--- config.mk ---
export PLATFORM = sky130hd
export DESIGN_NAME = fetch_unit
export DESIGN_NICKNAME = d
export VERILOG_FILES = /design/src/rtl/fetch_unit.sv
export SDC_FILE = /design/constraint.sdc
export NUM_CORES = 1
export LEC_CHECK = 0
export ABC_AREA = 0
export BUFFER_PORTS_ARGS = -buffer_cell sky130_fd_sc_hd__buf_4
export CAP_MARGIN = 5
export CORE_MARGIN = 1.5
export CORE_UTILIZATION = 45
export CTS_CLUSTER_SIZE = 20
export DETAILED_ROUTE_END_ITERATION = 10
export PLACE_DENSITY_LB_ADDON = 0.2
export SETUP_SLACK_MARGIN = 0.1
export SYNTH_ARGS = -nofsm -noshare
export SYNTH_HDL_FRONTEND = slang
export SYNTH_SLANG_ARGS = --single-unit
--- constraint.sdc ---
create_clock -name clk -period 15.5 [get_ports clk]
set_input_delay 3.1 -clock clk [delete_from_list [all_inputs] [get_ports clk]]
set_output_delay 3.1 -clock clk [all_outputs]
set_load 0.005 [all_outputs]
--- src/rtl/fetch_unit.sv ---
// fetch_unit: program counter, word-aligned instruction fetch and a DEPTH-entry FIFO feeding decode.
// Optional feature macro CINCO_MISALIGN_CHECK_EN: a misaligned redirect yields one poisoned entry, then fetch halts.
module fetch_unit #(
    parameter logic [31:0] RESET_PC = 32'h0000_0000,
    parameter int unsigned DEPTH    = 2
) (
    input  logic        clk,
    input  logic        rst_n,
    output logic [31:0] imem_a,
    input  logic [31:0] imem_rd,
    input  logic        redirect_valid,
    input  logic [31:0] redirect_pc,
    output logic        inst_valid,
    input  logic        inst_ready,
    output logic [31:0] inst,
    output logic [31:0] inst_pc,
    output logic        inst_misaligned,
    output logic [1:0]  dbg_state
);

    localparam int unsigned PW       = $clog2(DEPTH);
    localparam logic [PW:0] FULL_CNT = (PW+1)'(DEPTH);

    // ST_POISON: misaligned target loaded, one poisoned entry still to push.
    // ST_HALT: poisoned entry pushed, no further fetch until redirect/reset.
    typedef enum logic [1:0] {
        ST_RUN    = 2'd0,
        ST_POISON = 2'd1,
        ST_HALT   = 2'd2
    } state_e;

    state_e          state_q, state_d;
    logic [31:0]     pc_q, pc_d;
    logic [PW-1:0]   wr_ptr_q, wr_ptr_d;
    logic [PW-1:0]   rd_ptr_q, rd_ptr_d;
    logic [PW:0]     count_q, count_d;

    logic [31:0]     word_q   [DEPTH];
    logic [31:0]     pc_mem_q [DEPTH];
`ifdef CINCO_MISALIGN_CHECK_EN
    logic            mis_q    [DEPTH];
`endif

    logic            push;
    logic            pop;
    logic            poison;

    // Handshake: an entry transfers to decode on a rising edge where inst_valid
    // and inst_ready are both 1 and no redirect is present; inst_valid never
    // depends on inst_ready, and the head holds steady until it transfers.
    always_comb begin
        state_d  = state_q;
        pc_d     = pc_q;
        wr_ptr_d = wr_ptr_q;
        rd_ptr_d = rd_ptr_q;
        count_d  = count_q;
        push     = 1'b0;
        pop      = 1'b0;
        poison   = (state_q == ST_POISON);

        if (redirect_valid) begin
            count_d  = '0;
            wr_ptr_d = '0;
            rd_ptr_d = '0;
            state_d  = ST_RUN;
`ifdef CINCO_MISALIGN_CHECK_EN
            pc_d = redirect_pc;
            if (redirect_pc[1:0] != 2'b00) begin
                state_d = ST_POISON;
            end
`else
            pc_d = redirect_pc & ~32'h3;
`endif
        end else begin
            pop  = inst_valid & inst_ready;
            push = (state_q != ST_HALT) & ((count_q != FULL_CNT) | pop);

            if (pop) begin
                rd_ptr_d = rd_ptr_q + 1'b1;
            end
            if (push) begin
                wr_ptr_d = wr_ptr_q + 1'b1;
                pc_d     = pc_q + 32'd4;
                if (poison) begin
                    state_d = ST_HALT;
                end
            end

            case ({push, pop})
                2'b10:   count_d = count_q + 1'b1;
                2'b01:   count_d = count_q - 1'b1;
                default: count_d = count_q;
            endcase
        end
    end

    always_ff @(posedge clk) begin
        if (!rst_n) begin
            state_q  <= ST_RUN;
            pc_q     <= RESET_PC;
            wr_ptr_q <= '0;
            rd_ptr_q <= '0;
            count_q  <= '0;
        end else begin
            state_q  <= state_d;
            pc_q     <= pc_d;
            wr_ptr_q <= wr_ptr_d;
            rd_ptr_q <= rd_ptr_d;
            count_q  <= count_d;
        end
    end

    // Storage carries no reset; count gating on the outputs hides stale entries.
    always_ff @(posedge clk) begin
        if (rst_n && push) begin
            word_q[wr_ptr_q]   <= poison ? 32'h0 : imem_rd;
            pc_mem_q[wr_ptr_q] <= pc_q;
`ifdef CINCO_MISALIGN_CHECK_EN
            mis_q[wr_ptr_q]    <= poison;
`endif
        end
    end

    assign imem_a     = pc_q;
    assign inst_valid = (count_q != '0);
    assign inst       = inst_valid ? word_q[rd_ptr_q]   : 32'h0;
    assign inst_pc    = inst_valid ? pc_mem_q[rd_ptr_q] : 32'h0;
    assign dbg_state  = state_q;

`ifdef CINCO_MISALIGN_CHECK_EN
    assign inst_misaligned = inst_valid & mis_q[rd_ptr_q];
`else
    assign inst_misaligned = 1'b0;
`endif

endmodule

==> results.yml, run 1 <==
die:
  pin_count: 168
  dieArea_um2: 15990
  num_rows: 44
  fp.dieW_um: 126.5
  start_util_pct: 46.65
  fp.dieH_um: 126.5
  core_area_um2: 14700
worst_setup_path:
  slowest_delay_ns: 1.03
  r2r_slack_ns: 12.22
  startpoint_type: "flop"
  reg2reg_from: "count_q[0]"
  arrival_ns: 2.09
  path_cells: "mux2i_1 -> nor2_1 -> buf_4"
  critPathSlowestCell: "dfxtp_4"
  endpoint_kind: "output port"
  critPathMaxFanout: 62
  r2r_cells: 7
  cp_data_required_time_ns: 12.40
  crit_type: "flop to output port"
  r2r_end: "pc_mem_q[0][12]"
drt:
  wl_per_cell_um: 17.93
  drt.antenna.violating_nets: 0
  drc_errors: 0
  vias_per_cell: 5.555
  wirelength_um: 15830
  first_iter_violations: 396
  routed-via-count: 4905
  first_pass_iters: 5
global_routing:
  met1_usage_pct: 24.44
  grt_pass1_vias: 4655
  grt_usage_pct: 20.03
  grt_pass1_wl_um: 24400
  top_usage_layer: "met2"
  grt_antenna_before_repair: 0
  grt_max_degree: 66
  gr-usage-met3_pct: 5.103
  grt_util_met2_pct: 34.65
  grt-ovfl-total: 0
synth:
  ys_warn_count: 0
  ys_types: 48
  ys_seq_elements: 159
  syn_area_per_cell_um2: 12.72
  ys.flop_type: "edfxtp_1"
  synth_cells: 539
  ys_seq_area_share_pct: 64.51
  async_flop_share_pct: 0
  synth_edf_count: 124
  synth.cell_area_um2: 6858
placed_design:
  dp_slack_ns: 10.17
  dp_hpwl_um: 10180
  place.gp.congestion: 0.8538
  io_buffers: 158
  dp_cells: 851
sta:
  finalCriticalPeriod_ns: 5.191
  finalSetupTns_ns: 0
  period_share_pct: 33.49
  max_freq_mhz: 192.6
  setup_ws_ns: 10.31
  rsz0062_at_grt: "no"
  finalSetupViolCount: 0
  tightest_slew_ns: 1.119
  timing_hold_violations_final: 0
  max_slew_margin_pct: 25.39
  slew_viol_final: 0
  skew_ns: 0.008920
clocking:
  cts-resized-gates: 0
  cts_buffers: 17
  worst_skew_pair.late_latency_ns: 0.42
  ctsHoldBuffers: 0
  htreeDepth: 4
  post-cts-setup-buffers: 0
  cts-root-buf: "clkbuf_16"
  cts_tree: "done"
  clockBufferDepth: 2
  path_clk_slew_ns: 0.06
  numClockSinks: 159
cells_and_area:
  final_cells: 883
  final_layout_size_suffix_gt1_share_pct: 28.47
  mostFrequentLayoutCell: "buf_4"
  mostFrequentLayoutCells: "buf_4 (160), edfxtp_1 (124), nor2_1 (74), mux2i_1 (62), dfxtp_1 (34)"
  antennaDiodeCount: 0
  fin_nets: 757
  area_growth_pct: 27.39
power_and_ir_drop:
  fin_total_pwr_uw: 1001
  peakVddDrop_mv: 0.07608
  power_density_nw_per_um2: 114.6
  p_leak_uw: 0.003181
min_path:
  holdCritPathClass: "flop to flop"
  hold_start: "rd_ptr_q"
  worstHoldPathCells: 2
flow_run:
  maxCapViolCount: 0
run_status:
  outcome: "finished clean"
-- power breakdown --
part | leakage [uW] | internal (uW) | switching (uW)
combinational | 0.00146 | 47.6 | 45.9
clock | 0.000279 | 250 | 159
sequential | 0.00144 | 480 | 18.4
total | 0.00318 | 777 | 224
-- critical path, delay by kind of cell (launching register included) --
family | cells | cell delay (ns)
buf+inv | 1 | 0.18
flops | 1 | 1.03
mux | 1 | 0.30
simple gates | 1 | 0.09
-- metal layers --
metal  routed length [um]  vias up  part of all wire [%]
met1                 6734     2407                    43
met2                 7934      170                    50
met4                  141        0                  0.89
li1                     -     2314                     -
met3                 1022       14                   6.5
met5                    0        -                     0
-- metrics by stage --
step                util [%]  hold WS [ns]  area, um2
finish                 59.43        0.5225       8736
global route           59.43        0.5384       8736
CTS                    59.43        0.5280       8736
detailed placement     55.50        0.5136       8158
global placement       55.50        0.4957       8158
floorplan                  -        0.4813       6880
-- how the worst max path moves through the flow --
stage | start | end | slack [ns] | cells past startpoint
detailed placement | inst_ready | word_q[0][4] | 10.17 | 5
global route | flop | inst[26] | 10.13 | 3
CTS | flop | inst[26] | 10.23 | 3
floorplan | redirect_valid | pc_mem_q[0][10] | 8.44 | 5
finish | flop | inst[26] | 10.31 | 3
global placement | inst_ready | word_q[0][6] | 10.19 | 5
-- cell families after synthesis --
group / Yosys count / synth area share, %
flops: 159 / 64.51
simple gates: 159 / 11.84
compound gates: 91 / 9.214
mux: 62 / 9.050
buf+inv: 52 / 3.248
xor+xnor: 12 / 1.533
fa+ha+maj: 3 / 0.5474
other cells: 1 / 0.05468
-- cells in the mapped netlist (5+ instances only) --
master    count  area, um2
a31oi_1       8      50.05
nor2_1       74      277.8
nor2b_1       5      31.28
a211o_1       5      43.79
nand2_1      17      63.81
edfxtp_1    124       3724
clkbuf_1     24      90.09
and4_1        9      78.83
mux2i_1      62      620.6
nand2b_1      6      37.54
o31ai_1       5      37.54
inv_1        14      52.55
buf_4         7      52.55
dfxtp_1      35      700.7
o21ai_0      23      115.1
o311a_1       5      50.05
nand3_1      10      50.05
xnor2_1       9      78.83
buf_1         6      22.52
nor4_1        7      43.79
or4_1         5      37.54
nor3_1        5      25.02
and3_1        5      31.28
a211oi_1      6      45.04
a21oi_1      18      90.09
-- state kept, by name (all words and copies together) (netlist names), named ones only --
signal	cells
word_q	64
pc_mem_q	60
imem_a	30
count_q	2
rd_ptr_q	1
wr_ptr_q	1
-- area by class of cell --
cell class / count / area (um2)
sequential: 159 / 4428
fill: 1233 / 5963
timing repair buffer: 160 / 1201
tap: 184 / 230.2
inverter: 14 / 52.55
clock inverter: 14 / 148.9
multi-input combinational: 334 / 2246
clock buffer: 18 / 429.2
Power figures use the tool's default switching activity.
==> run 2: changes to the inputs <==
Clock period 15.5 ns to 5.3 ns, I/O delays scaled along.
==> results.yml, run 2 (synthesized netlist as in run 1, its figures left out) <==
run_status:
  outcome: "finished clean"
flow_run:
  maxCapViolCount: 0
drt:
  first_pass_iters: 5
  drc_errors: 0
  first_iter_violations: 376
  vias_per_cell: 5.560
  drt.antenna.violating_nets: 0
  wl_per_cell_um: 17.90
  routed-via-count: 4915
  wirelength_um: 15830
clocking:
  post-cts-setup-buffers: 0
  cts-root-buf: "clkbuf_16"
  path_clk_slew_ns: 0.06
  worst_skew_pair.late_latency_ns: 0.42
  cts-resized-gates: 0
  cts_buffers: 17
  clockBufferDepth: 2
  cts_tree: "done"
  ctsHoldBuffers: 0
  htreeDepth: 4
  numClockSinks: 159
power_and_ir_drop:
  power_density_nw_per_um2: 333.1
  peakVddDrop_mv: 0.2164
  intPower_uw: 2261
  clockPowerShare_pct: 40.5
  p_sw_share_pct: 22.25
  p_switching_uw: 647.1
  seqPwrFrac_pct: 50.0
  p_leak_uw: 0.003180
  p_comb_share_pct: 9.5
cells_and_area:
  regMostFlops: "word_q"
  final_layout_size_suffix_gt1_share_pct: 28.29
  largest_register_ffs: 64
  area_growth_pct: 27.31
  antennaDiodeCount: 0
  fin_nets: 758
  mostFrequentLayoutCells: "buf_4 (161), edfxtp_1 (124), nor2_1 (74), mux2i_1 (62), dfxtp_1 (34)"
  final_cells: 884
  mostFrequentLayoutCell: "buf_4"
die:
  pin_count: 168
  dieArea_um2: 15990
  start_util_pct: 46.65
  fp.dieH_um: 126.5
  fp.dieW_um: 126.5
  core_area_um2: 14700
  num_rows: 44
sta:
  max_freq_mhz: 300.9
  rsz0062_at_grt: "no"
  max_slew_margin_pct: 28.40
  finalSetupViolCount: 0
  skew_ns: 0.01068
  tightest_slew_ns: 1.073
  slew_viol_final: 0
  timing_hold_violations_final: 0
  finalSetupTns_ns: 0
  period_share_pct: 62.71
  finalCriticalPeriod_ns: 3.323
global_routing:
  grt_max_degree: 65
  grt_pass1_wl_um: 24630
  grt_usage_pct: 20.10
  grt-ovfl-total: 0
  grt_pass1_vias: 4662
  grt_antenna_before_repair: 0
placed_design:
  io_buffers: 158
  place.gp.congestion: 0.8501
  dp_cells: 852
  dp_hpwl_um: 10310
worst_setup_path:
  endpoint_kind: "output port"
  crit_type: "flop to output port"
  startpoint_type: "flop"
  cp_data_required_time_ns: 4.24
  critPathMaxFanout: 38
  arrival_ns: 2.26
min_path:
  holdCritPathClass: "flop to flop"
==> run 2: changes by cell type in the layout (fill, tap and decap cells not counted), sizes merged <==
cell      before  now
clkbuf        18   26
clkinv         9    3
buf          160  161
clkinvlp       2    1
bufinv         3    2
==> run 2: power groups by stage <==
stage               combinational (uW)  clock, uW  sequential, uW
floorplan                          137          0            1460
global placement                   275          0            1480
detailed placement                 279          0            1480
CTS                                281       1190            1450
global route                       304       1240            1460
finish                             277       1180            1450
==> run 2: final timing paths <==
path	from	endpoint	slack [ns]	depth (start not counted)
worst max-delay path	flop	inst[26]	1.98	4
worst min-delay path	rd_ptr_q	flop	0.52	2
worst max register to register	count_q[0]	word_q[0][10]	2.11	6
worst min register to register	rd_ptr_q	flop	0.52	2
==> run 2: worst max-delay path, cell delays in order, from the launching register on <==
cell and delay [ns]:
dfxtp_4 0.78, buf_4 0.51, mux2i_1 0.24, nor2_1 0.06, buf_4 0.17
==> run 2: cell type report <==
class,count,area (um2)
Clock inverter,6,86.33
Fill cell,1210,5968
Tap cell,184,230.2
Inverter,14,52.55
Sequential cell,159,4428
Timing Repair Buffer,161,1209
Multi-Input combinational cell,334,2246
Clock buffer,26,479.2
==> run 2: layer usage <==
layer	wire, um	global-route usage (%)
met1	6899	25.23
met3	993	5.103
met4	388	10.28
met2	7547	32.37
met5	0	0
==> run 2: per-stage QoR <==
| step | hold slack (ns) | area (um2) | util, % | setup WS, ns | total power (uW) |
|---|---|---|---|---|---|
| after floorplan | 0.4813 | 6880 | - | 0.2762 | 1602 |
| after global placement | 0.4963 | 8165 | 55.55 | 1.684 | 1752 |
| after detailed placement | 0.5030 | 8165 | 55.55 | 1.667 | 1760 |
| after CTS | 0.5195 | 8731 | 59.40 | 1.916 | 2929 |
| after global routing | 0.5445 | 8731 | 59.40 | 1.791 | 3002 |
| final | 0.5201 | 8731 | 59.40 | 1.977 | 2908 |
==> run 3: changes to the inputs <==
Settings changed: ABC_AREA 0 to 1.
Clock period 5.3 ns to 2.84 ns, I/O delays scaled along.
==> results.yml, run 3 <==
die:
  num_rows: 45
  dieArea_um2: 16340
  pin_count: 168
  fp.dieW_um: 127.8
  core_area_um2: 15200
  start_util_pct: 46.12
  fp.dieH_um: 127.8
synth:
  ys.flop_type: "edfxtp_1"
  syn_area_per_cell_um2: 9.553
  synth_top_area_share_pct: 53.10
  ys_seq_elements: 159
  ys_seq_area_share_pct: 63.10
  ys_warn_count: 0
  synth_edf_count: 124
  synth.cell_area_um2: 7012
  synth_area_leaders: "edfxtp_1 (53%), dfxtp_1 (10%), nor2_1 (9.2%)"
  synth.largest_area_cell: "edfxtp_1"
  synth_common_cells: "nor2_1 (171), edfxtp_1 (124), nand2_1 (114), o21ai_0 (88), inv_1 (57)"
  synth_most_common_cell: "nor2_1"
  ys_types: 33
  async_flop_share_pct: 0
  synth_cells: 734
sta:
  setup_ws_ns: 0.3492
  slew_viol_final: 0
  max_freq_mhz: 401.5
  skew_ns: 0.009851
  finalCriticalPeriod_ns: 2.491
  finalSetupViolCount: 0
  timing_hold_violations_final: 0
  rsz0062_at_grt: "no"
  max_slew_margin_pct: 62.25
  period_share_pct: 87.70
  finalSetupTns_ns: 0
  tightest_slew_ns: 0.5663
cells_and_area:
  mostFrequentLayoutCell: "nor2_1"
  antennaDiodeCount: 0
  area_growth_pct: 27.93
  mostFrequentLayoutCells: "nor2_1 (169), buf_4 (167), edfxtp_1 (124), nand2_1 (114), o21ai_0 (88)"
  fillers: 1362
  regMostFlops: "word_q"
  fin_nets: 965
  largest_register_ffs: 64
  final_layout_size_suffix_gt1_share_pct: 25.69
power_and_ir_drop:
  p_sw_share_pct: 23.39
  p_switching_uw: 1247
  fin_total_pwr_uw: 5333
  clockPowerShare_pct: 38.2
  power_density_nw_per_um2: 594.5
  p_comb_share_pct: 11.2
  seqPwrFrac_pct: 50.7
  intPower_uw: 4085
  p_leak_uw: 0.003724
  peakVddDrop_mv: 0.4149
worst_setup_path:
  cp_data_required_time_ns: 2.27
  r2r_cells: 8
  startpoint_type: "flop"
  critPathMaxFanout: 25
  crit_type: "flop to output port"
  arrival_ns: 1.92
  endpoint_kind: "output port"
clocking:
  numClockSinks: 159
  ctsHoldBuffers: 0
  cts-root-buf: "clkbuf_16"
  path_clk_slew_ns: 0.06
  htreeDepth: 4
  post-cts-setup-buffers: 0
  worst_skew_pair.late_latency_ns: 0.42
  cts_tree: "done"
  cts-resized-gates: 0
  cts_buffers: 17
  clockBufferDepth: 2
drt:
  routed-via-count: 5478
  first_pass_iters: 5
  drc_errors: 0
  first_iter_violations: 364
  vias_per_cell: 5.003
  wirelength_um: 16260
  drt.antenna.violating_nets: 0
  wl_per_cell_um: 14.85
flow_run:
  maxCapViolCount: 0
min_path:
  holdCritPathClass: "primary input to flop"
  worstHoldPathCells: 1
placed_design:
  dp_slack_ns: 0.7464
  io_buffers: 158
  dp_hpwl_um: 11010
  place.gp.congestion: 0.8236
global_routing:
  grt_max_degree: 63
  grt_pass1_vias: 4755
  grt_antenna_before_repair: 0
  grt_usage_pct: 20.07
  grt-ovfl-total: 0
  grt_pass1_wl_um: 24960
run_status:
  outcome: "finished clean"
[run 3: changes by cell type after synthesis, moves of 7 or more]
cell | previous run | this run
and4_1 | 9 | 0
inv_1 | 14 | 57
mux2i_1 | 62 | 0
nand2_1 | 17 | 114
nand2_2 | 0 | 7
nand3_1 | 10 | 35
nor2_1 | 74 | 171
nor4_1 | 7 | 0
o21ai_0 | 23 | 88
xnor2_1 | 9 | 2
[run 3: worst paths after layout]
check | to | slack, ns | from
hold / removal | word_q[1][23] | 0.34 | imem_rd[23]
setup reg to reg | word_q[1][6] | 0.86 | count_q[0]
hold reg to reg | count_q[0] | 0.45 | count_q[0]
setup / recovery | inst[16] | 0.35 | count_q[0]
[run 3: worst max-delay path: stages, from the launching register on]
cell and delay [ns]:
dfxtp_1 0.34, inv_1 0.07, ha_1 0.20, inv_2 0.20, buf_4 0.30, o21ai_0 0.12, nor2_1 0.14, buf_4 0.13
[run 3: kinds of logic after synthesis]
logic type	share of synthesized area, %
XOR/XNOR	0.6247
adder cells (fa/ha/maj)	0.5354
buffers and inverters	5.906
flip-flops	63.10
AND/OR/NAND/NOR	21.11
AO/OA/AOI/OAI	8.672
other	0.05348
[run 3: through the flow]
step / cells / hold slack [ns] / instance area [um2] / utilization [%]
6_report: 1095 / 0.3399 / 8970 / 59.00
5_1_grt: 1095 / 0.3144 / 8970 / 59.00
4_1_cts: 1095 / 0.3193 / 8970 / 59.00
3_5_place_dp: 1063 / 0.4429 / 8434 / 55.48
3_3_place_gp: 1063 / 0.4385 / 8434 / 55.48
2_1_floorplan: 740 / 0.4217 / 7076 / -
[run 3: layer usage]
metal	wire length, um	global-route usage (%)
met1	7508	28.29
met4	136	5.750
met2	7500	31.18
met3	1118	4.716
met5	0	0
[run 3: layout make-up]
cell class	instances	area [um2]	area share (%)
clock buffer	23	478.0	5.328
tap	188	235.2	2.622
sequential	159	4425	49.34
clock inverter	9	57.56	0.6417
multi-input combinational	484	2222	24.77
timing repair buffer	170	1314	14.65
inverter	62	237.7	2.650
[run 3: power by group through the flow]
stage | clock [uW] | combinational [uW] | sequential (uW)
6_report | 2040 | 596 | 2700
5_1_grt | 2180 | 664 | 2710
3_3_place_gp | 0 | 595 | 2750
3_5_place_dp | 0 | 603 | 2750
2_1_floorplan | 0 | 281 | 2720
4_1_cts | 2090 | 605 | 2700
